$ cat src/rtl/regfile_arb_pkg.sv
// Shared register-file geometry and arbiter FSM state type for regfile_port_arbiter.
// Build option: REGFILE_ARB_LOCK_EN (requester lock) is consumed by the top, not here.
package regfile_arb_pkg;

    localparam int REG_AW = 3;
    localparam int REG_DW = 8;
    localparam int NREGS  = 8;

    typedef enum logic {
        CLEAR,
        SERVE
    } arb_state_t;

endpackage

$ cat src/rtl/regfile_port_arbiter_rr.sv
// Combinational round-robin picker: first valid requester strictly after ptr_i, wrapping.
// Holds no state; the pointer register belongs to the parent.
module rr_arbiter
    import regfile_arb_pkg::*;
#(
    parameter int NREQ = 2,
    parameter int IW   = (NREQ > 1) ? $clog2(NREQ) : 1
) (
    input  logic [NREQ-1:0] valid_i,
    input  logic [IW-1:0]   ptr_i,
    output logic [NREQ-1:0] grant_o,
    output logic [IW-1:0]   idx_o
);

    logic found;

    // Two passes: indices above the pointer first, then wrap to 0..ptr.
    always_comb begin
        grant_o = '0;
        idx_o   = '0;
        found   = 1'b0;
        for (int i = 0; i < NREQ; i++) begin
            if (!found && valid_i[i] && (IW'(i) > ptr_i)) begin
                found      = 1'b1;
                grant_o[i] = 1'b1;
                idx_o      = IW'(i);
            end
        end
        for (int i = 0; i < NREQ; i++) begin
            if (!found && valid_i[i] && (IW'(i) <= ptr_i)) begin
                found      = 1'b1;
                grant_o[i] = 1'b1;
                idx_o      = IW'(i);
            end
        end
    end

endmodule

$ cat src/rtl/regfile_port_arbiter.sv
// Shares the register file's read1 and write ports among NREQ requesters and clears all registers after reset or on clr_start.
// Build option: define REGFILE_ARB_LOCK_EN to add the req_lock port and exclusive ownership.
module regfile_port_arbiter
    import regfile_arb_pkg::*;
#(
    parameter int NREQ             = 2,
    parameter int R0_WRITE_PROTECT = 1
) (
    input  logic                     clk,
    input  logic                     rst,
    input  logic [NREQ-1:0]          req_valid,
    input  logic [NREQ-1:0]          req_we,
    input  logic [REG_AW*NREQ-1:0]   req_addr,
    input  logic [REG_DW*NREQ-1:0]   req_wdata,
    output logic [NREQ-1:0]          req_ready,
    output logic [NREQ-1:0]          rsp_valid,
    output logic [REG_DW-1:0]        rsp_data,
`ifdef REGFILE_ARB_LOCK_EN
    input  logic [NREQ-1:0]          req_lock,
`endif
    input  logic                     clr_start,
    output logic                     busy,
    output logic [REG_AW-1:0]        rf_reg1,
    input  logic [REG_DW-1:0]        rf_read1,
    output logic [REG_AW-1:0]        rf_regw,
    output logic [REG_DW-1:0]        rf_write,
    output logic                     rf_regwrite
);

    localparam int IW = (NREQ > 1) ? $clog2(NREQ) : 1;

    arb_state_t        state_q, state_d;
    logic [REG_AW-1:0] cnt_q, cnt_d;
    logic [IW-1:0]     ptr_q, ptr_d;
    logic [NREQ-1:0]   rsp_valid_q, rsp_valid_d;
    logic [REG_DW-1:0] rsp_data_q, rsp_data_d;

    logic [NREQ-1:0]   arb_valid;
    logic [NREQ-1:0]   grant;
    logic [IW-1:0]     gidx;
    logic              hs;
    logic              g_we;
    logic [REG_AW-1:0] g_addr;
    logic [REG_DW-1:0] g_wdata;
    logic              wr_commit;

`ifdef REGFILE_ARB_LOCK_EN
    logic          owner_vld_q, owner_vld_d;
    logic [IW-1:0] owner_q, owner_d;

    // A live owner masks every other requester out of arbitration.
    always_comb begin
        arb_valid = req_valid;
        if (owner_vld_q && req_valid[owner_q]) begin
            arb_valid          = '0;
            arb_valid[owner_q] = 1'b1;
        end
    end

    always_comb begin
        owner_vld_d = owner_vld_q;
        owner_d     = owner_q;
        if ((state_q == CLEAR) || clr_start) begin
            owner_vld_d = 1'b0;
        end else if (hs && req_lock[gidx]) begin
            owner_vld_d = 1'b1;
            owner_d     = gidx;
        end else if (hs && owner_vld_q && (gidx == owner_q)) begin
            owner_vld_d = 1'b0;
        end else if (owner_vld_q && !req_valid[owner_q]) begin
            owner_vld_d = 1'b0;
        end
    end

    always_ff @(posedge clk or negedge rst) begin
        if (!rst) begin
            owner_vld_q <= 1'b0;
            owner_q     <= '0;
        end else begin
            owner_vld_q <= owner_vld_d;
            owner_q     <= owner_d;
        end
    end
`else
    assign arb_valid = req_valid;
`endif

    rr_arbiter #(
        .NREQ (NREQ),
        .IW   (IW)
    ) u_rr (
        .valid_i (arb_valid),
        .ptr_i   (ptr_q),
        .grant_o (grant),
        .idx_o   (gidx)
    );

    always_comb begin
        g_we    = 1'b0;
        g_addr  = '0;
        g_wdata = '0;
        for (int i = 0; i < NREQ; i++) begin
            if (grant[i]) begin
                g_we    = req_we[i];
                g_addr  = req_addr[i*REG_AW +: REG_AW];
                g_wdata = req_wdata[i*REG_DW +: REG_DW];
            end
        end
    end

    assign req_ready = (state_q == SERVE) ? grant : '0;
    assign hs        = (state_q == SERVE) && (|grant);
    assign wr_commit = hs && g_we && !((R0_WRITE_PROTECT != 0) && (g_addr == '0));
    assign busy      = (state_q == CLEAR);
    assign rsp_valid = rsp_valid_q;
    assign rsp_data  = rsp_data_q;

    // Clear writes are gated by rst so the port stays quiet while reset is held.
    always_comb begin
        rf_reg1     = '0;
        rf_regw     = '0;
        rf_write    = '0;
        rf_regwrite = 1'b0;
        if (state_q == CLEAR) begin
            rf_regw     = cnt_q;
            rf_regwrite = rst;
        end else if (hs) begin
            if (g_we) begin
                rf_regw     = g_addr;
                rf_write    = g_wdata;
                rf_regwrite = wr_commit;
            end else begin
                rf_reg1 = g_addr;
            end
        end
    end

    always_comb begin
        state_d     = state_q;
        cnt_d       = cnt_q;
        ptr_d       = ptr_q;
        rsp_valid_d = '0;
        rsp_data_d  = rsp_data_q;
        if (state_q == CLEAR) begin
            cnt_d = cnt_q + 1'b1;
            if (cnt_q == REG_AW'(NREGS - 1)) begin
                state_d = SERVE;
            end
        end else begin
            if (hs) begin
                ptr_d = gidx;
                if (!g_we) begin
                    rsp_valid_d = grant;
                    rsp_data_d  = rf_read1;
                end
            end
            // The handshake above still completes; the clear starts next cycle.
            if (clr_start) begin
                state_d = CLEAR;
                cnt_d   = '0;
            end
        end
    end

    always_ff @(posedge clk or negedge rst) begin
        if (!rst) begin
            state_q     <= CLEAR;
            cnt_q       <= '0;
            ptr_q       <= IW'(NREQ - 1);
            rsp_valid_q <= '0;
            rsp_data_q  <= '0;
        end else begin
            state_q     <= state_d;
            cnt_q       <= cnt_d;
            ptr_q       <= ptr_d;
            rsp_valid_q <= rsp_valid_d;
            rsp_data_q  <= rsp_data_d;
        end
    end

endmodule

$ cat config.mk
export PLATFORM = sky130hd
export DESIGN_NAME = regfile_port_arbiter
export DESIGN_NICKNAME = d
export VERILOG_FILES = /design/src/rtl/regfile_arb_pkg.sv /design/src/rtl/regfile_port_arbiter_rr.sv /design/src/rtl/regfile_port_arbiter.sv
export SDC_FILE = /design/constraint.sdc
export NUM_CORES = 1
export LEC_CHECK = 0
export CORE_UTILIZATION = 54
export CTS_CLUSTER_SIZE = 10
export DETAILED_ROUTE_END_ITERATION = 8
export DONT_BUFFER_PORTS = 1
export PLACE_DENSITY = 0.65
export SYNTH_ARGS = -nofsm -noshare
export SYNTH_HDL_FRONTEND = slang
export SYNTH_HIERARCHICAL = 1
export SYNTH_SLANG_ARGS = --single-unit
export TNS_END_PERCENT = 100
$ cat constraint.sdc
create_clock -name clk -period 5.6 [get_ports clk]
set_clock_uncertainty 0.2 [all_clocks]
set_input_delay 1.12 -clock clk [delete_from_list [all_inputs] [get_ports clk]]
set_output_delay 1.12 -clock clk [all_outputs]
set_load 0.05 [all_outputs]
=== Word-level counts from Yosys, hierarchy flattened ===
Index checks and enable logic that the tools add are counted.

* Word-level logic and storage cells: 67
* Bits of input ports: 37
* Register bits after elaboration: 15

* Multiplexer cells: 35
* Reduce and logical (&&, ||, !) cells: 18
* Order comparisons: 4
* Bitwise logic cells: 2
* Add/subtract/negate cells: 1
* Equality and inequality tests: 2

{| class="wikitable"
|+ Operators with widths
! kind !! number
|-
| $mux W8 || 5
|-
| $mux W3 || 10
|-
| $mux W1 || 16
|-
| $logic_and A1 B1 Y1 || 10
|-
| $mux W2 || 4
|-
| $logic_not A1 Y1 || 4
|-
| $add A3 B1 Y3 const B || 1
|-
| $eq A3 B3 Y1 const B || 1
|-
| $logic_not A3 Y1 || 1
|-
| $reduce_and A3 Y1 || 1
|-
| $gt A1 B1 Y1 const A || 2
|-
| $le A1 B1 Y1 const A || 2
|-
| $ne A2 B2 Y1 const B || 1
|-
| $not A1 Y1 || 2
|-
| $reduce_and A2 Y1 || 1
|-
| $reduce_or A2 Y1 || 1
|}

=== Logic depth before layout (Yosys ltp) ===
Gate-level depths: netlist (run 1).

* Depth in word-level cells: 22
* Gate-level depth with buffers: 6
* Depth with buffers taken out: 5

=== Cells and area by module ===
Netlist (run 1), hierarchy kept.

{| class="wikitable"
|+ By module, submodules not included
! module !! sequential area each (um^2) !! area an instance (um^2) !! instances !! cells an instance
|-
| regfile_port_arbiter || 376.6 || 945.9 || 1 || 85
|-
| rr_arbiter || 0.0 || 26.3 || 1 || 4
|}

=== Least setup slack after synthesis (run 1) ===
No wires, ideal clock.

* Path type: input-to-output
* From: input port req_valid[1]
* To: output port rf_write[0]
* Slack: 1.334 ns
* Buffers on the path: 2
* Data arrival time: 2.946 ns
* Stages on the path: 6
* Cell sequence: a21boi_0 buf_6 and3_4 a31oi_4 buf_6 nor2_1

* Longest elaborated chain between the ends: 15
* Elaborated cells on any way between the ends: 22
* Classes of those cells: mux (12); reduce/logical (10)

{| class="wikitable"
|+ Ends and longest elaborated chain
! item !! RTL line !! source
|-
| start: declaration || regfile_port_arbiter.sv:11 || <nowiki>input logic [NREQ-1:0] req_valid,</nowiki>
|-
| $logic_and A1 B1 Y1 (2 in a row) || regfile_port_arbiter_rr.sv:23 || <nowiki>if (!found && valid_i[i] && (IW'(i) > ptr_i)) begin</nowiki>
|-
| $mux W1 || regfile_port_arbiter_rr.sv:23 ||
|-
| $logic_not A1 Y1 || regfile_port_arbiter_rr.sv:30 || <nowiki>if (!found && valid_i[i] && (IW'(i) <= ptr_i)) begin</nowiki>
|-
| $logic_and A1 B1 Y1 (2 in a row) || regfile_port_arbiter_rr.sv:30 ||
|-
| $mux W1 || regfile_port_arbiter_rr.sv:30 ||
|-
| $logic_not A1 Y1 || regfile_port_arbiter_rr.sv:30 ||
|-
| $logic_and A1 B1 Y1 (2 in a row) || regfile_port_arbiter_rr.sv:30 ||
|-
| $mux W1 || regfile_port_arbiter_rr.sv:30 ||
|-
| $mux W8, or another cell as far along || regfile_port_arbiter.sv:103 || <nowiki>if (grant[i]) begin</nowiki>
|-
| $mux W8 or $logic_and A1 B1 Y1 (tied branches) || regfile_port_arbiter.sv:128, regfile_port_arbiter.sv:112 ||
|-
| $mux W8 * || regfile_port_arbiter.sv:127 || <nowiki>end else if (hs) begin</nowiki>
|-
| $mux W8 * || regfile_port_arbiter.sv:124 || <nowiki>if (state_q == CLEAR) begin</nowiki>
|-
| end: declaration || regfile_port_arbiter.sv:26 || <nowiki>output logic [REG_DW-1:0] rf_write,</nowiki>
|}

Mark *: on every way between the ends. The rest lies on a longest branch, timed or not.

=== Worst setup path in the final report (run 1) ===
* From: input port req_valid[1]
* To: output port rf_reg1[0]

* Longest elaborated chain between the ends: 15
* Elaborated cells on any way between the ends: 22
* Classes of those cells: mux (12); reduce/logical (10)

{| class="wikitable"
|+ Ends and longest elaborated chain
! item !! RTL line !! source
|-
| $logic_and A1 B1 Y1 (2 in a row) || regfile_port_arbiter_rr.sv:23 ||
|-
| $mux W1 || regfile_port_arbiter_rr.sv:23 ||
|-
| $logic_not A1 Y1 || regfile_port_arbiter_rr.sv:30 ||
|-
| $logic_and A1 B1 Y1 (2 in a row) || regfile_port_arbiter_rr.sv:30 ||
|-
| $mux W1 || regfile_port_arbiter_rr.sv:30 ||
|-
| $logic_not A1 Y1 || regfile_port_arbiter_rr.sv:30 ||
|-
| $logic_and A1 B1 Y1 (2 in a row) || regfile_port_arbiter_rr.sv:30 ||
|-
| $mux W1 || regfile_port_arbiter_rr.sv:30 ||
|-
| $mux W3, or another cell as far along || regfile_port_arbiter.sv:103 ||
|-
| $mux W3 or $logic_and A1 B1 Y1 (tied branches) || regfile_port_arbiter.sv:128, regfile_port_arbiter.sv:112 ||
|-
| $mux W3 * || regfile_port_arbiter.sv:127 ||
|-
| $mux W3 * || regfile_port_arbiter.sv:124 ||
|-
| end: declaration || regfile_port_arbiter.sv:23 || <nowiki>output logic [REG_AW-1:0] rf_reg1,</nowiki>
|}

Marks and branches as above.

==> impl_metrics.env, run 1 <==
export IMPL_status="finished, final reports clean"
export IMPL_synth_edf_count=0
export IMPL_wirelength_um=1970
export IMPL_vias=719
export IMPL_pwr_share_comb=0.454
export IMPL_synth_fp_nets=128
export IMPL_first_pass_iters=4
export IMPL_p_seq_frac=0.459
export IMPL_synthTopCellsByArea="dfrtp_1 (36%), mux2_4 (11%), a22oi_1 (8.5%)"
export IMPL_setup_viol_count_final=0
export IMPL_htreeDepth=1
export IMPL_synth_async_reset_ratio=1.00
export IMPL_synth_top_area_frac=0.360
export IMPL_max_slew_margin=0.397
export IMPL_fin_crit_ns=4.14
export IMPL_r2r_start="ptr_q$_DFFE_PN1P_"
export IMPL_tns_ns=0
export IMPL_p_switching_w=0.000382
export IMPL_cts_sinks=15
export IMPL_grt_max_degree=18
export IMPL_filler_cell_count=133
export IMPL_final_period_utilization=0.739
export IMPL_final_max_slew_violation_count=0
export IMPL_critical_path_arrival_ns=2.82
export IMPL_p_per_area_nw_per_um2=660
export IMPL_grt_usage=0.198
export IMPL_fp_dieArea_um2=1970
export IMPL_cp_slowest_cell="nor2_1"
export IMPL_die_x_um=44.4
export IMPL_drt_vias_per_instance=5.99
export IMPL_port_buffers=0
export IMPL_power_leakage_nw=0.459
export IMPL_vdd_drop_max_mv=0.494
export IMPL_fin_cells=120
export IMPL_gr_total_overflow=0
export IMPL_holdWs_ns=0.299
export IMPL_clockRootBuffer="clkbuf_4"
export IMPL_synth_top_area_cell="dfrtp_1"
export IMPL_reg2regPathDepth=5
export IMPL_syn_to_final_growth_pct=6.69
export IMPL_endpoint="rf_reg1[0]"
export IMPL_rsz0062_at_grt="false"
export IMPL_dp_cells=116
export IMPL_cts_tree="built"
export IMPL_synth_distinct_cells=31
export IMPL_power_frac_clock=0.086
export IMPL_postSynthAreaPerCell_um2=10.9
export IMPL_initial_core_util=0.610
export IMPL_antenna_cells=0
export IMPL_finish_utilization=0.651
export IMPL_syn_inst=89
export IMPL_drcViolationCount=0
export IMPL_die_h_um=44.4
export IMPL_critPathMaxStageDelay_ns=0.77
export IMPL_regToRegSetupSlack_ns=3.40
export IMPL_path_class="input port to output pin"
export IMPL_hp_class="flip-flop to flip-flop"
export IMPL_mappedNetlistArea_um2=972
export IMPL_r2r_end="rsp_data[3]$_DFFE_PN0P_"
export IMPL_tightest_slew_ns=0.901
export IMPL_synth_seq_area_share=0.387
export IMPL_cts_repair_resized=0
export IMPL_critPathLaunch="req_valid[1]"
export IMPL_antenna_found_initial=0
export IMPL_core_area_um2=1590
export IMPL_grt_pass1_vias=620
export IMPL_io_pins=65
export IMPL_drive_above_1_share=0.344
export IMPL_yosysWarnings=6
export IMPL_cp_max_fo=15
export IMPL_clkTransAtPathRegs_ns=0.08
export IMPL_rows=14
export IMPL_internal_power_w=0.000303
export IMPL_dp_hpwl_um=1510
export IMPL_routedWlPerCell_um=16.4
export IMPL_cp_cell_sequence="a21boi_0, buf_4, nor2b_4, a2bb2oi_2, nor2_1"
export IMPL_drt_initial_drc_count=24
export IMPL_maxCapViolations=0
export IMPL_clockBufferDepth=2
export IMPL_final_nets=136
export IMPL_fmax_mhz=242
export IMPL_synthTopCellsByCount="dfrtp_1 (14), a22oi_1 (11), nor2_1 (9)"
export IMPL_critical_path_endpoint_type="output pin"
export IMPL_post_cts_buffers=0
export IMPL_gp_congestion=0.735
export IMPL_cts_buffers=3
export IMPL_ys_ff_latch=15
export IMPL_sw_frac_of_total=0.557
export IMPL_hold_violations=0
export IMPL_cp_start_kind="input port"
export IMPL_clkLatencyLatePin_ns=0.28
export IMPL_ys_flop_type="dfrtp_1"
export IMPL_postRouteAntennaNets=0
export IMPL_synth_most_common_cell="dfrtp_1"
export IMPL_hold_buffers=0
export IMPL_grt_pass1_wl_um=2790
export IMPL_critPathRequiredTime_ns=4.28
flip-flops by register name (all words and copies together) (netlist names):
signal	cells
rsp_data	8
state_q	1
cnt_q	3
ptr_q	1
rsp_valid	2
cell families (layout without fill, tap and decap cells):
family,count (synthesis),after routing,synth area share
adder cells (fa/ha/maj),2,2,0.0257
multiplexers,9,9,0.131
flip-flops,15,15,0.387
AO/OA/AOI/OAI,30,30,0.252
AND/OR/NAND/NOR,22,22,0.126
buffers and inverters,11,18,0.0772
cells in the final DEF, fill, tap and decap left out, types with 2 or more instances in the layout:
| master | count |
|---|---|
| nor2_1 | 9 |
| nand2_1 | 4 |
| o2bb2ai_1 | 2 |
| inv_1 | 4 |
| o21ai_0 | 6 |
| nor2_2 | 3 |
| mux2_2 | 2 |
| mux2_4 | 7 |
| clkbuf_4 | 3 |
| o22ai_2 | 2 |
| dfrtp_1 | 14 |
| a21boi_0 | 2 |
| ha_1 | 2 |
| buf_4 | 8 |
| a22oi_1 | 11 |
critical path: cells and delay by family:
kind            cells  cell delay (ns)
compound gates      2             0.38
buf+inv             1             0.19
simple gates        2             1.12
worst min-delay path by stage:
stage	start	to	cells after the start
finish	cnt_q[0]$_DFFE_PN0P_	cnt_q[0]$_DFFE_PN0P_	1
global route	rst	rsp_data[4]$_DFFE_PN0P_	0
CTS	cnt_q[0]$_DFFE_PN0P_	cnt_q[0]$_DFFE_PN0P_	1
detailed placement	cnt_q[0]$_DFFE_PN0P_	cnt_q[0]$_DFFE_PN0P_	1
global placement	cnt_q[0]$_DFFE_PN0P_	cnt_q[0]$_DFFE_PN0P_	1
floorplan	cnt_q[0]$_DFFE_PN0P_	cnt_q[0]$_DFFE_PN0P_	1
power groups by stage:
stage | Sequential (W) | Clock (W) | Combinational [W]
4_1_cts | 0.000315 | 0.0000609 | 0.000314
2_1_floorplan | 0.000295 | 0 | 0.000297
6_report | 0.000314 | 0.0000592 | 0.000311
3_5_place_dp | 0.000317 | 0 | 0.000312
3_3_place_gp | 0.000315 | 0 | 0.000302
5_1_grt | 0.000322 | 0.0000681 | 0.000333
area by class of cell:
| cell class | count | area, um2 | share of cell area |
|---|---|---|---|
| clock buffers | 3 | 22.5 | 0.0217 |
| clock inverters | 1 | 5.00 | 0.00483 |
| inverters | 6 | 22.5 | 0.0217 |
| multi-input cells | 63 | 520 | 0.502 |
| flip-flops and latches | 15 | 377 | 0.363 |
| well taps | 24 | 30.0 | 0.0290 |
| repair buffers | 8 | 60.1 | 0.0579 |
routing by layer:
metal / share of wire / up-vias / track usage
met5: 0 / - / 0
met2: 0.49 / 48 / 0.332
met3: 0.097 / 2 / 0.0776
met1: 0.41 / 331 / 0.234
met4: 0.0030 / 0 / 0.0545
li1: - / 338 / -
through the flow:
stage          setup WS (ns)  total power [W]  instance area, um2
2_1_floorplan           1.33         0.000592                 972
3_3_place_gp            1.52         0.000617                1010
3_5_place_dp            1.46         0.000629                1010
4_1_cts                 1.46         0.000689                1040
5_1_grt                 1.37         0.000723                1040
6_report                1.46         0.000684                1040
No activity file was read; power rests on OpenSTA's default activity.
==> inputs of run 2 (changes only) <==
--- a/config.mk
+++ b/config.mk
@@ -9,7 +9,7 @@
 export CTS_CLUSTER_SIZE = 10
 export DETAILED_ROUTE_END_ITERATION = 8
 export DONT_BUFFER_PORTS = 1
-export PLACE_DENSITY = 0.65
+export PLACE_DENSITY = 0.68
 export SYNTH_ARGS = -nofsm -noshare
 export SYNTH_HDL_FRONTEND = slang
 export SYNTH_HIERARCHICAL = 1
==> constraint.sdc (replaced) <==
create_clock -name clk -period 3.8 [get_ports clk]
set_clock_uncertainty 0.2 [all_clocks]
set_input_delay 0.76 -clock clk [delete_from_list [all_inputs] [get_ports clk]]
set_output_delay 0.76 -clock clk [all_outputs]
set_load 0.05 [all_outputs]
==> run 2 against run 1 <==
  * Power rose by 50%
  * Global-route usage is 1.3 points higher
  * Design area increased by 4.6%
  * Clock power up 49%
  * Count of clock-buffer cells in the layout is the same
  * Setup slack worse by 0.86 ns
==> impl_metrics.env, run 2 (synthesized netlist as in run 1, its figures left out) <==
export IMPL_cp_start_kind="input port"
export IMPL_routedWlPerCell_um=16.6
export IMPL_p_per_area_nw_per_um2=946
export IMPL_fin_crit_ns=3.19
export IMPL_final_nets=142
export IMPL_cp_cell_sequence="a21boi_0, buf_4, and3_4, a31oi_4, o22ai_2"
export IMPL_tightest_slew_ns=0.623
export IMPL_grt_pass1_wl_um=3030
export IMPL_io_pins=65
export IMPL_clockBufferDepth=2
export IMPL_clockRootBuffer="clkbuf_4"
export IMPL_drt_vias_per_instance=5.96
export IMPL_grt_max_degree=16
export IMPL_cts_repair_resized=0
export IMPL_filler_cell_count=127
export IMPL_port_buffers=0
export IMPL_final_max_slew_violation_count=0
export IMPL_syn_to_final_growth_pct=11.6
export IMPL_clkLatencyLatePin_ns=0.28
export IMPL_final_period_utilization=0.841
export IMPL_final_common_cell="dfrtp_1"
export IMPL_post_route_cell_area_um2=1080
export IMPL_gr_total_overflow=0
export IMPL_placed_area_um2=1050
export IMPL_antenna_found_initial=0
export IMPL_maxCapViolations=0
export IMPL_initial_core_util=0.610
export IMPL_vdd_drop_max_mv=0.716
export IMPL_core_area_um2=1590
export IMPL_critical_path_arrival_ns=2.23
export IMPL_tns_ns=0
export IMPL_mostFrequentLayoutCells="dfrtp_1 (14), buf_4 (13), a22oi_1 (11)"
export IMPL_clkTransAtPathRegs_ns=0.09
export IMPL_first_pass_iters=4
export IMPL_critPathLaunch="req_valid[1]"
export IMPL_vias=751
export IMPL_cts_tree="built"
export IMPL_antenna_cells=0
export IMPL_htreeDepth=1
export IMPL_gp_congestion=0.757
export IMPL_die_h_um=44.4
export IMPL_critPathRequiredTime_ns=2.84
export IMPL_rsz0062_at_grt="false"
export IMPL_drcViolationCount=0
export IMPL_rows=14
export IMPL_wirelength_um=2090
export IMPL_setup_viol_count_final=0
export IMPL_cts_buffers=3
export IMPL_max_slew_margin=0.583
export IMPL_grt_pass1_vias=700
export IMPL_power_leakage_nw=0.489
export IMPL_cp_max_fo=12
export IMPL_r2r_start="ptr_q$_DFFE_PN1P_"
export IMPL_grt_usage=0.211
export IMPL_finish_utilization=0.681
export IMPL_cp_slowest_cell="o22ai_2"
export IMPL_path_class="input port to output pin"
export IMPL_postRouteAntennaNets=0
export IMPL_hold_violations=0
export IMPL_dp_hpwl_um=1650
export IMPL_hp_class="input port to async pin"
export IMPL_fmax_mhz=313
export IMPL_cts_sinks=15
export IMPL_largest_reg_flops=8
export IMPL_die_x_um=44.4
export IMPL_critical_path_endpoint_type="output pin"
export IMPL_drive_above_1_share=0.373
export IMPL_fp_dieArea_um2=1970
export IMPL_status="finished, final reports clean"
export IMPL_critPathMaxStageDelay_ns=0.54
export IMPL_drt_initial_drc_count=15
[run 2: cell types whose count changed in the layout (fill, tap and decap cells not counted), sizes merged]
cell,previous run,this run
dlygate4sd3,0,1
buf,8,13
[run 2: final timing paths]
| check | end | slack, ns | depth (start not counted) |
|---|---|---|---|
| min reg2reg | cnt_q[0]$_DFFE_PN0P_ | 0.30 | 1 |
| max in group asynchronous | rsp_data[4]$_DFFE_PN0P_ | 2.27 | 1 |
| min | ptr_q$_DFFE_PN1P_ | 0.11 | 0 |
| max reg2reg | rsp_data[3]$_DFFE_PN0P_ | 1.61 | 6 |
| max | rf_regw[0] | 0.61 | 5 |
| min in group clk | cnt_q[0]$_DFFE_PN0P_ | 0.30 | 1 |
[run 2: through the flow]
| stage | std cells | hold WS, ns | setup slack (ns) | power (W) |
|---|---|---|---|---|
| 2_1_floorplan | 89 | 0.253 | 0.254 | 0.000872 |
| 3_3_place_gp | 121 | 0.265 | 0.659 | 0.000919 |
| 3_5_place_dp | 121 | 0.265 | 0.591 | 0.000939 |
| 4_1_cts | 126 | 0.0998 | 0.591 | 0.00103 |
| 5_1_grt | 126 | 0.0878 | 0.445 | 0.00107 |
| 6_report | 126 | 0.108 | 0.605 | 0.00103 |
[run 2: cell type report]
| class | count | area [um2] | area share |
|---|---|---|---|
| inverter | 6 | 22.5 | 0.0208 |
| clock inverter | 1 | 5.00 | 0.00461 |
| timing repair buffer | 14 | 108 | 0.0992 |
| clock buffer | 3 | 22.5 | 0.0208 |
| tap | 24 | 30.0 | 0.0277 |
| sequential | 15 | 377 | 0.347 |
| multi-input combinational | 63 | 520 | 0.480 |
[run 2: repair_timing]
action / CTS / global route
hold endpoints to repair: 14 / 0
hold buffers: 1 / 0
buffers inserted: 0 / 0
setup endpoints to repair: 0 / 0
[run 2: per-layer routing]
metal,vias up,share of wire,GRT usage
met4,0,0.0048,0.0364
met5,-,0,0
met2,41,0.51,0.365
li1,353,-,-
met1,355,0.39,0.245
met3,2,0.094,0.0898
[run 2: worst max-delay path, delay by kind of cell]
kind,cells,cell delay (ns)
compound gates,3,1.00
simple gates,1,0.21
buf+inv,1,0.27
[run 2: report_power, final]
| group | switching, W | internal (W) |
|---|---|---|
| Sequential | 0.000229 | 0.000234 |
| Combinational | 0.000294 | 0.000181 |
| Clock | 0.0000495 | 0.0000391 |
| Total | 0.000572 | 0.000453 |
==> inputs of run 3 (changes only) <==
--- a/config.mk
+++ b/config.mk
@@ -9,7 +9,7 @@
 export CTS_CLUSTER_SIZE = 10
 export DETAILED_ROUTE_END_ITERATION = 8
 export DONT_BUFFER_PORTS = 1
-export PLACE_DENSITY = 0.68
+export PLACE_DENSITY = 0.65
 export SYNTH_ARGS = -nofsm -noshare
 export SYNTH_HDL_FRONTEND = slang
 export SYNTH_HIERARCHICAL = 1
==> constraint.sdc (replaced) <==
create_clock -name clk -period 3.27 [get_ports clk]
set_clock_uncertainty 0.2 [all_clocks]
set_input_delay 0.654 -clock clk [delete_from_list [all_inputs] [get_ports clk]]
set_output_delay 0.654 -clock clk [all_outputs]
set_load 0.05 [all_outputs]
==> run 3 against run 2 <==
  * Design area up 5.5%
  * Register-to-register slack worse by 0.53 ns
  * Worst hold slack improved by 0.12 ns
  * Critical path type is now flip-flop to output pin
  * Critical endpoint unchanged
  * Largest power group unchanged
  * Highest routed layer is now met3
==> impl_metrics.env, run 3 (synthesized netlist as in run 1, its figures left out) <==
export IMPL_status="finished, final reports clean"
export IMPL_die_h_um=44.4
export IMPL_pre_cts_ws_ns=0.325
export IMPL_cp_slowest_cell="dfstp_2"
export IMPL_setup_ws_ns=0.140
export IMPL_die_x_um=44.4
export IMPL_cp_max_fo=15
export IMPL_max_slew_margin=0.573
export IMPL_vias=746
export IMPL_cp_cell_sequence="inv_1, a21boi_1, nor2b_4, a31oi_4, o22ai_2"
export IMPL_grt_pass1_wl_um=2970
export IMPL_grt_usage=0.207
export IMPL_setup_viol_count_final=0
export IMPL_largest_reg_flops=8
export IMPL_fmax_mhz=319
export IMPL_gp_congestion=0.853
export IMPL_critPathRequiredTime_ns=2.42
export IMPL_clkLatencyLatePin_ns=0.28
export IMPL_drcViolationCount=0
export IMPL_final_nets=145
export IMPL_grt_max_degree=16
export IMPL_gr_total_overflow=0
export IMPL_core_area_um2=1590
export IMPL_drive_above_1_share=0.390
export IMPL_power_leakage_nw=0.513
export IMPL_rsz0062_at_grt="true"
export IMPL_post_route_cell_area_um2=1140
export IMPL_rows=14
export IMPL_placed_area_um2=1110
export IMPL_port_buffers=0
export IMPL_fp_dieArea_um2=1970
export IMPL_filler_cell_count=121
export IMPL_clockRootBuffer="clkbuf_4"
export IMPL_tightest_slew_ns=0.638
export IMPL_antenna_cells=0
export IMPL_cts_buffers=3
export IMPL_drt_initial_drc_count=21
export IMPL_syn_to_final_growth_pct=17.8
export IMPL_critical_path_endpoint_type="output pin"
export IMPL_path_class="flip-flop to output pin"
export IMPL_cp_buffers_inverters=1
export IMPL_dp_hpwl_um=1620
export IMPL_initial_core_util=0.610
export IMPL_routedWlPerCell_um=16.2
export IMPL_maxCapViolations=0
export IMPL_cts_tree="built"
export IMPL_regToRegSetupSlack_ns=1.08
export IMPL_cp_start_kind="flip-flop"
export IMPL_hold_violations=0
export IMPL_fin_crit_ns=3.13
export IMPL_cts_sinks=15
export IMPL_final_period_utilization=0.957
export IMPL_clkTransAtPathRegs_ns=0.09
export IMPL_wirelength_um=2090
export IMPL_htreeDepth=1
export IMPL_hp_class="input port to flip-flop"
export IMPL_mostFrequentLayoutCells="dfrtp_1 (14), buf_4 (13), a22oi_1 (11)"
export IMPL_antenna_found_initial=0
export IMPL_grt_pass1_vias=693
export IMPL_critPathMaxStageDelay_ns=0.55
export IMPL_final_max_slew_violation_count=0
export IMPL_p_per_area_nw_per_um2=1040
export IMPL_clockBufferDepth=2
export IMPL_io_pins=65
export IMPL_final_common_cell="dfrtp_1"
export IMPL_vdd_drop_max_mv=1.03
export IMPL_postRouteAntennaNets=0
export IMPL_power_w=0.00119
export IMPL_path_delay_family="compound AO/OA/AOI/OAI gates"
export IMPL_tns_ns=0
export IMPL_drt_vias_per_instance=5.78
export IMPL_critical_path_arrival_ns=2.28
export IMPL_first_pass_iters=4
run 3: cell type report:
cell class	count	area, um2	area share
Multi-Input combinational cell	63	520	0.455
Sequential cell	15	377	0.329
Timing Repair Buffer	17	168	0.146
Tap cell	24	30.0	0.0262
Clock buffer	3	22.5	0.0197
Inverter	6	22.5	0.0197
Clock inverter	1	5.00	0.00437
run 3: timing repair:
action,CTS,global route
gates resized for setup,0,0
hold buffers,1,0
setup endpoints to repair,0,1
setup buffers,0,0
hold endpoints to repair,15,0
run 3: power by group:
group / internal (W) / switching, W / total (W)
sequential: 0.000272 / 0.000269 / 0.000540
clock: 0.0000453 / 0.0000574 / 0.000103
combinational: 0.000214 / 0.000338 / 0.000551
run 3: final timing paths:
path                                      startpoint                       to  cells past startpoint
worst max-delay path               ptr_q$_DFFE_PN1P_               rf_regw[0]                      5
worst min register to register  cnt_q[0]$_DFFE_PN0P_     cnt_q[0]$_DFFE_PN0P_                      1
worst max register to register     ptr_q$_DFFE_PN1P_  rsp_data[2]$_DFFE_PN0P_                      6
worst min-delay path                       req_we[1]   rsp_valid[1]$_DFF_PN0_                      1
min in group asynchronous                        rst  rsp_data[1]$_DFFE_PN0P_                      1
max in group asynchronous                        rst        state_q$_DFF_PN0_                      1
run 3: per-stage QoR:
stage | hold slack (ns) | util | std cells
5_1_grt | 0.212 | 0.718 | 129
3_3_place_gp | 0.159 | 0.695 | 124
6_report | 0.226 | 0.718 | 129
2_1_floorplan | 0.158 | - | 89
4_1_cts | 0.216 | 0.718 | 129
3_5_place_dp | 0.159 | 0.695 | 124
run 3: routing by layer:
metal / part of all wire / wire (um) / up-vias / global-route usage
met5: 0 / 0 / - / 0
met4: 0 / 0 / 0 / 0.0303
met2: 0.49 / 1030 / 47 / 0.347
met3: 0.11 / 222 / 0 / 0.110
met1: 0.40 / 833 / 341 / 0.240
li1: - / - / 358 / -
==> patch 1 (config.mk and constraints of run 3) <==
Change the package constant `REG_DW` from 8 to 6.
--- a/src/rtl/regfile_arb_pkg.sv
+++ b/src/rtl/regfile_arb_pkg.sv
@@ -4,5 +4,5 @@
 
     localparam int REG_AW = 3;
-    localparam int REG_DW = 8;
+    localparam int REG_DW = 6;
     localparam int NREGS  = 8;
 
Interface: changed (resized req_wdata, rf_read1, rf_write and rsp_data); port bits go from 65 to 55. The function was not compared with the original's and may differ.
==> patch 1 against run 3 <==
- first-iteration DRC count down 24%
- setup slack better by 160 ps
- critical endpoint is now rf_regwrite
- routed wire length down 20%
- sequential cell count down 2
- sequential power down 18%
- cell area down 10%
- critical path depth up 1
- worst hold slack better by 2.1 ps
- area after synthesis down 17%
- cell count down 14%
- power down 13%
==> patch 1: results (changes against run 3) <==
----------------------------------------------------
[Critical path]
  Highest net fanout along the worst path ... 13 (was 15)
  R2r endpoint ... rsp_data[4] (was rsp_data[2])
  Last element of the critical path ... rf_regwrite (was rf_regw[0])
  Setup slack of the most critical reg-to-reg path ... 1330 ps (was 1080 ps)
  FF-to-FF path depth ... 5 (was 6)
  Critical path's top delay family ... flip-flops (was compound AO/OA/AOI/OAI gates)

[STA]
  Worst Max-Slew Pin Slew ... 565.0 ps (was 637.9 ps)
  Fin crit period ... 2969 ps (was 3130 ps)

[Pwr]
  Leakage ... 0.0004418 uW (was 0.0005132 uW)
  IR Drop Worst-Case VDD ... 0.0008229 V (was 0.001032 V)
  Sw frac ... 55.33% (was 55.58%)

[Place]
  Setup slack after placement ... 450.4 ps (was 324.8 ps)
  Dpl hpwl ... 1347 um (was 1618 um)
  Placed cell areas ... 991.0 um^2 (was 1107 um^2)
  Number of input and output port buffers inserted ... 0 (unchanged)
  GP Congestion ... 0.6403 (was 0.8531)

[Global route]
  GRT Total Usage ... 19.54% (was 20.73%)
  Pin count of the biggest net entering global routing ... 14 (was 16)
  Global-route wire length before repair ... 2021 um (was 2967 um)
  Number of antenna violations at the first check in global routing ... 0 (unchanged)
  Via count of the first global-routing pass ... 514 (was 693)

[Clocking]
  Hold bufs inserted after CTS ... 1 (unchanged)
  CTS Buf Count ... 3 (unchanged)
  Clock-pin slew on the worst setup and hold paths ... 80 ps

[Layout]
  Flip-flop count of the largest register, all copies and words added ... 6 (was 8)
  Fraction of layout cells with a size suffix above 1 ... 39.58% (was 39.05%)
  Nets@finish ... 130 (was 145)
  Fillers ... 104 (was 121)
  Number of diodes ... 0 (unchanged)

[Yosys]
  Netlist cell types ... 29 (was 31)
  Yosys warns ... 6 (unchanged)
  Xor/xnor cell area share of the yosys netlist ... 0% (unchanged)
  Synth Area in Adders ... 3.096% (was 2.574%)
  Mux share of post-synthesis cell area ... 9.752% (was 13.13%)
  Main area contributors after synthesis ... dfrtp_1, mux2_2, a22oi_1 (was dfrtp_1, mux2_4, a22oi_1)
  Proportion of synthesized chip area in sequential cells ... 40.40% (was 38.74%)
  Mapped Nets ... 112 (was 128)
  Most frequent cells after synthesis ... dfrtp_1, nor2_1, a22oi_1 (was dfrtp_1, a22oi_1, nor2_1)
  Compound-gate portion of the synthesized area ... 28.33% (was 25.23%)
  FFs w/ async S/R, synth ... 100.0% (unchanged)

[Outcome]
  Status ... finished, final reports clean (unchanged)

[Routing]
  DR top layer ... met4 (was met3)
  Wire length on met1 ... 615 um (was 833 um)
  Routed wire length ... 1677 um (was 2086 um)
  Met3 wire len ... 169 um (was 222 um)
  Drt first-iter violations ... 16 (was 21)
  Number of optimization iterations in the first detailed-route pass ... 4 (unchanged)
  Via count normalized by instance count ... 6.009 (was 5.783)
  Met2 wire length ... 868 um (was 1029 um)

[Hold path]
  Min-Delay Startpoint ... req_we[1] (unchanged)
  Class of the tightest hold or removal check ... in2reg (unchanged)

----------------------------------------------------
[patch 1: kinds of logic after synthesis]
| family | after synthesis |
|---|---|
| compound gates | 28 |
| simple gates | 20 |
| flops | 13 |
| buf+inv | 9 |
| mux | 7 |
| fa+ha+maj | 2 |
[patch 1: cell type report]
| cell class | count | area share, % |
|---|---|---|
| multi-input cells | 57 | 43.55 |
| flip-flops and latches | 13 | 31.75 |
| repair buffers | 16 | 18.00 |
| clock buffers | 3 | 2.190 |
| inverters | 6 | 2.190 |
| well taps | 15 | 1.825 |
| clock inverters | 1 | 0.4866 |
[patch 1: power groups by stage]
stage | Combinational (uW) | Sequential, uW | Clock, uW
after global routing | 542 | 452 | 107
final | 506 | 443 | 96.6
after global placement | 493 | 443 | 0
after CTS | 511 | 443 | 102
after floorplan | 431 | 416 | 0
after detailed placement | 506 | 447 | 0
[patch 1: routing by layer]
layer  up-vias  track usage, %
met4         0           12.50
met5         -               0
met3         4           5.435
li1        324               -
met1       303           20.35
met2        36           34.13
[patch 1: worst min-delay path by stage]
stage | endpoint | slack (ps) | cells after the start
after floorplan | cnt_q[0] | 160 | 0
after global placement | rsp_data[1] | 160 | 0
after detailed placement | rsp_data[0] | 160 | 0
after CTS | rsp_valid[1] | 220 | 1
after global routing | rsp_valid[1] | 210 | 1
final | rsp_valid[1] | 230 | 1
[patch 1: stage by stage]
step	utilization (%)	instances
finish	76.18	111
global route	76.18	111
CTS	76.18	111
detailed placement	73.40	106
global placement	73.40	106
floorplan	-	79
==> patch 2 (flow settings as in run 3) <==
Made on the original files. `rsp_data_q` no longer has a reset.
--- a/src/rtl/regfile_port_arbiter.sv
+++ b/src/rtl/regfile_port_arbiter.sv
@@ -169,5 +169,4 @@
             ptr_q       <= IW'(NREQ - 1);
             rsp_valid_q <= '0;
-            rsp_data_q  <= '0;
         end else begin
             state_q     <= state_d;
@@ -175,6 +174,9 @@
             ptr_q       <= ptr_d;
             rsp_valid_q <= rsp_valid_d;
-            rsp_data_q  <= rsp_data_d;
         end
+    end
+
+    always_ff @(posedge clk) begin
+        rsp_data_q <= rsp_data_d;
     end
 
Behaviour: differs if rst is asserted again (counterexample within 10 cycles, from zero or initial values and one cycle with rst low); with rst held inactive, the same outputs for 10 cycles.
==> patch 2 against run 3 <==
- sequential cell count unchanged
- utilization down 4.9 points
- power down 26%
- cell area down 12%
- setup slack better by 18 ps
- routed wire length down 15%
- register-to-register slack worse by 170 ps
- area after synthesis down 11%
==> patch 2: results (changes against run 3) <==
----------------------------------------------------
[Layout]
  Multi-input logic area ... 396.6 um^2 (was 520.5 um^2)
  Number of ordinary and repair buffers in the finished layout ... 16 (was 17)
  Count of non-CTS inverters in the layout ... 6 (unchanged)
  Portion of the layout cell area used by non-clock buffers ... 12.16% (was 14.64%)
  Fraction of layout cells with a size suffix above 1 ... 28.00% (was 39.05%)
  Final cell count without fillers ... 116 (was 129)
  Area occupied by registers ... 416.7 um^2 (was 376.6 um^2)
  Fillers ... 125 (was 121)
  Fraction of area in multi-input gates ... 39.33% (was 45.46%)
  Proportion of cell area spent on the clock network ... 2.978% (was 2.404%)
  Nets@finish ... 140 (was 145)
  Multi-input combinational gate total ... 59 (was 63)

[Outcome]
  Status ... finished, final reports clean (unchanged)

[Yosys]
  EDFF count, synth ... 8 (was 0)
  Netlist cell types ... 32 (was 31)
  Main area contributors after synthesis ... edfxtp_1, dfrtp_1, a22oi_1 (was dfrtp_1, mux2_4, a22oi_1)
  FFs w/ async S/R, synth ... 46.67% (was 100.0%)
  Yosys warns ... 6 (unchanged)
  Proportion of synthesized chip area in sequential cells ... 48.05% (was 38.74%)
  Most frequent cells after synthesis ... nor2_1, a22oi_1, edfxtp_1 (was dfrtp_1, a22oi_1, nor2_1)
  Dominant cell type by area after synthesis ... edfxtp_1 (was dfrtp_1)
  Gate Count Post-Synth ... 84 (was 89)

[Routing]
  Count of vias placed by the detailed router ... 690 (was 746)
  Post-detailed-route wirelength per cell ... 15.24 um (was 16.17 um)
  Drt first-iter violations ... 18 (was 21)

[STA]
  Worst Max-Slew Pin Slew ... 595.0 ps (was 637.9 ps)

[Place]
  Placed cell areas ... 967.2 um^2 (was 1107 um^2)
  Number of placed instances, taps included ... 111 (was 124)
  Setup slack after placement ... 285.9 ps (was 324.8 ps)
  GP Congestion ... 0.6858 (was 0.8531)
  Dpl hpwl ... 1373 um (was 1618 um)
  Number of input and output port buffers inserted ... 0 (unchanged)

[Hold path]
  Class of the tightest hold or removal check ... in2reg (unchanged)

[Pwr]
  IR Drop Worst-Case VDD ... 0.0003683 V (was 0.001032 V)
  Leakage ... 0.0004236 uW (was 0.0005132 uW)

[Critical path]
  Critical path's top delay family ... compound AO/OA/AOI/OAI gates (unchanged)
  Largest incremental delay on the critical path ... 570 ps (was 550 ps)
  Highest net fanout along the worst path ... 13 (was 15)
  Arr. time, crit path ... 2260 ps (was 2280 ps)

[Global route]
  Number of antenna violations at the first check in global routing ... 0 (unchanged)
  Pin count of the biggest net entering global routing ... 14 (was 16)
  GRT Total Usage ... 21.06% (was 20.73%)
  Via count of the first global-routing pass ... 640 (was 693)
  Global-route wire length before repair ... 2787 um (was 2967 um)

[Clocking]
  CTS sink cnt ... 15 (unchanged)
  H-tree depth reported by CTS ... 1 (unchanged)
  Longest Clk Path Bufs ... 2 (unchanged)
  Later-pin clock latency in the skew report ... 280 ps (about the same)

----------------------------------------------------
-- patch 2: changes by cell type in the layout (fill, tap and decap cells not counted), moves of 3 or more --
cell / change
buf_12: -3
nor2_2: -3
dfrtp_1: -8
mux2_4: -7
edfxtp_1: +8
-- patch 2: timing repair --
item / 4_1_cts / 5_1_grt
gates resized for setup: 0 / 1
buffers inserted: 0 / 0
endpoints found under the hold margin: 7 / 0
endpoints found under the setup margin: 0 / 1
hold buffers: 1 / 0
-- patch 2: cell families after synthesis --
logic type               Yosys count  share of synthesized area (%)
AO/OA/AOI/OAI                     28                          23.96
adder cells (fa/ha/maj)            2                          2.886
buffers and inverters             10                          6.349
flip-flops                        15                          48.05
multiplexers                       1                          1.299
AND/OR/NAND/NOR                   28                          17.46
-- patch 2: per-layer routing --
layer | routed length [um] | GRT usage (%)
met3 | 157 | 4.741
met1 | 741 | 25.92
met2 | 849 | 33.75
met4 | 21 | 12.50
met5 | 0 | 0
-- patch 2: worst paths after layout --
check                      startpoint      endpoint  slack, ps  cells after the start
min in group asynchronous         rst      cnt_q[2]        500                      1
hold reg to reg              cnt_q[0]      cnt_q[0]        300                      1
max in group asynchronous         rst         ptr_q       2070                      1
setup reg to reg                ptr_q   rsp_data[1]        910                      6
setup / recovery                ptr_q   rf_regwrite        160                      7
hold / removal              req_we[1]  rsp_valid[1]        240                      1
-- patch 2: worst register-to-register path, stage by stage, from the launching register on --
cell,delay [ps]
dfstp_2,570
inv_1,40
a21boi_1,300
nor2b_4,360
nor2b_1,170
o21ai_1,110
inv_1,270
-- patch 2: report_power, final --
group,switching (uW),internal (uW)
sequential,91.2,254
combinational,306,127
clock,59.3,46.3
total,457,427
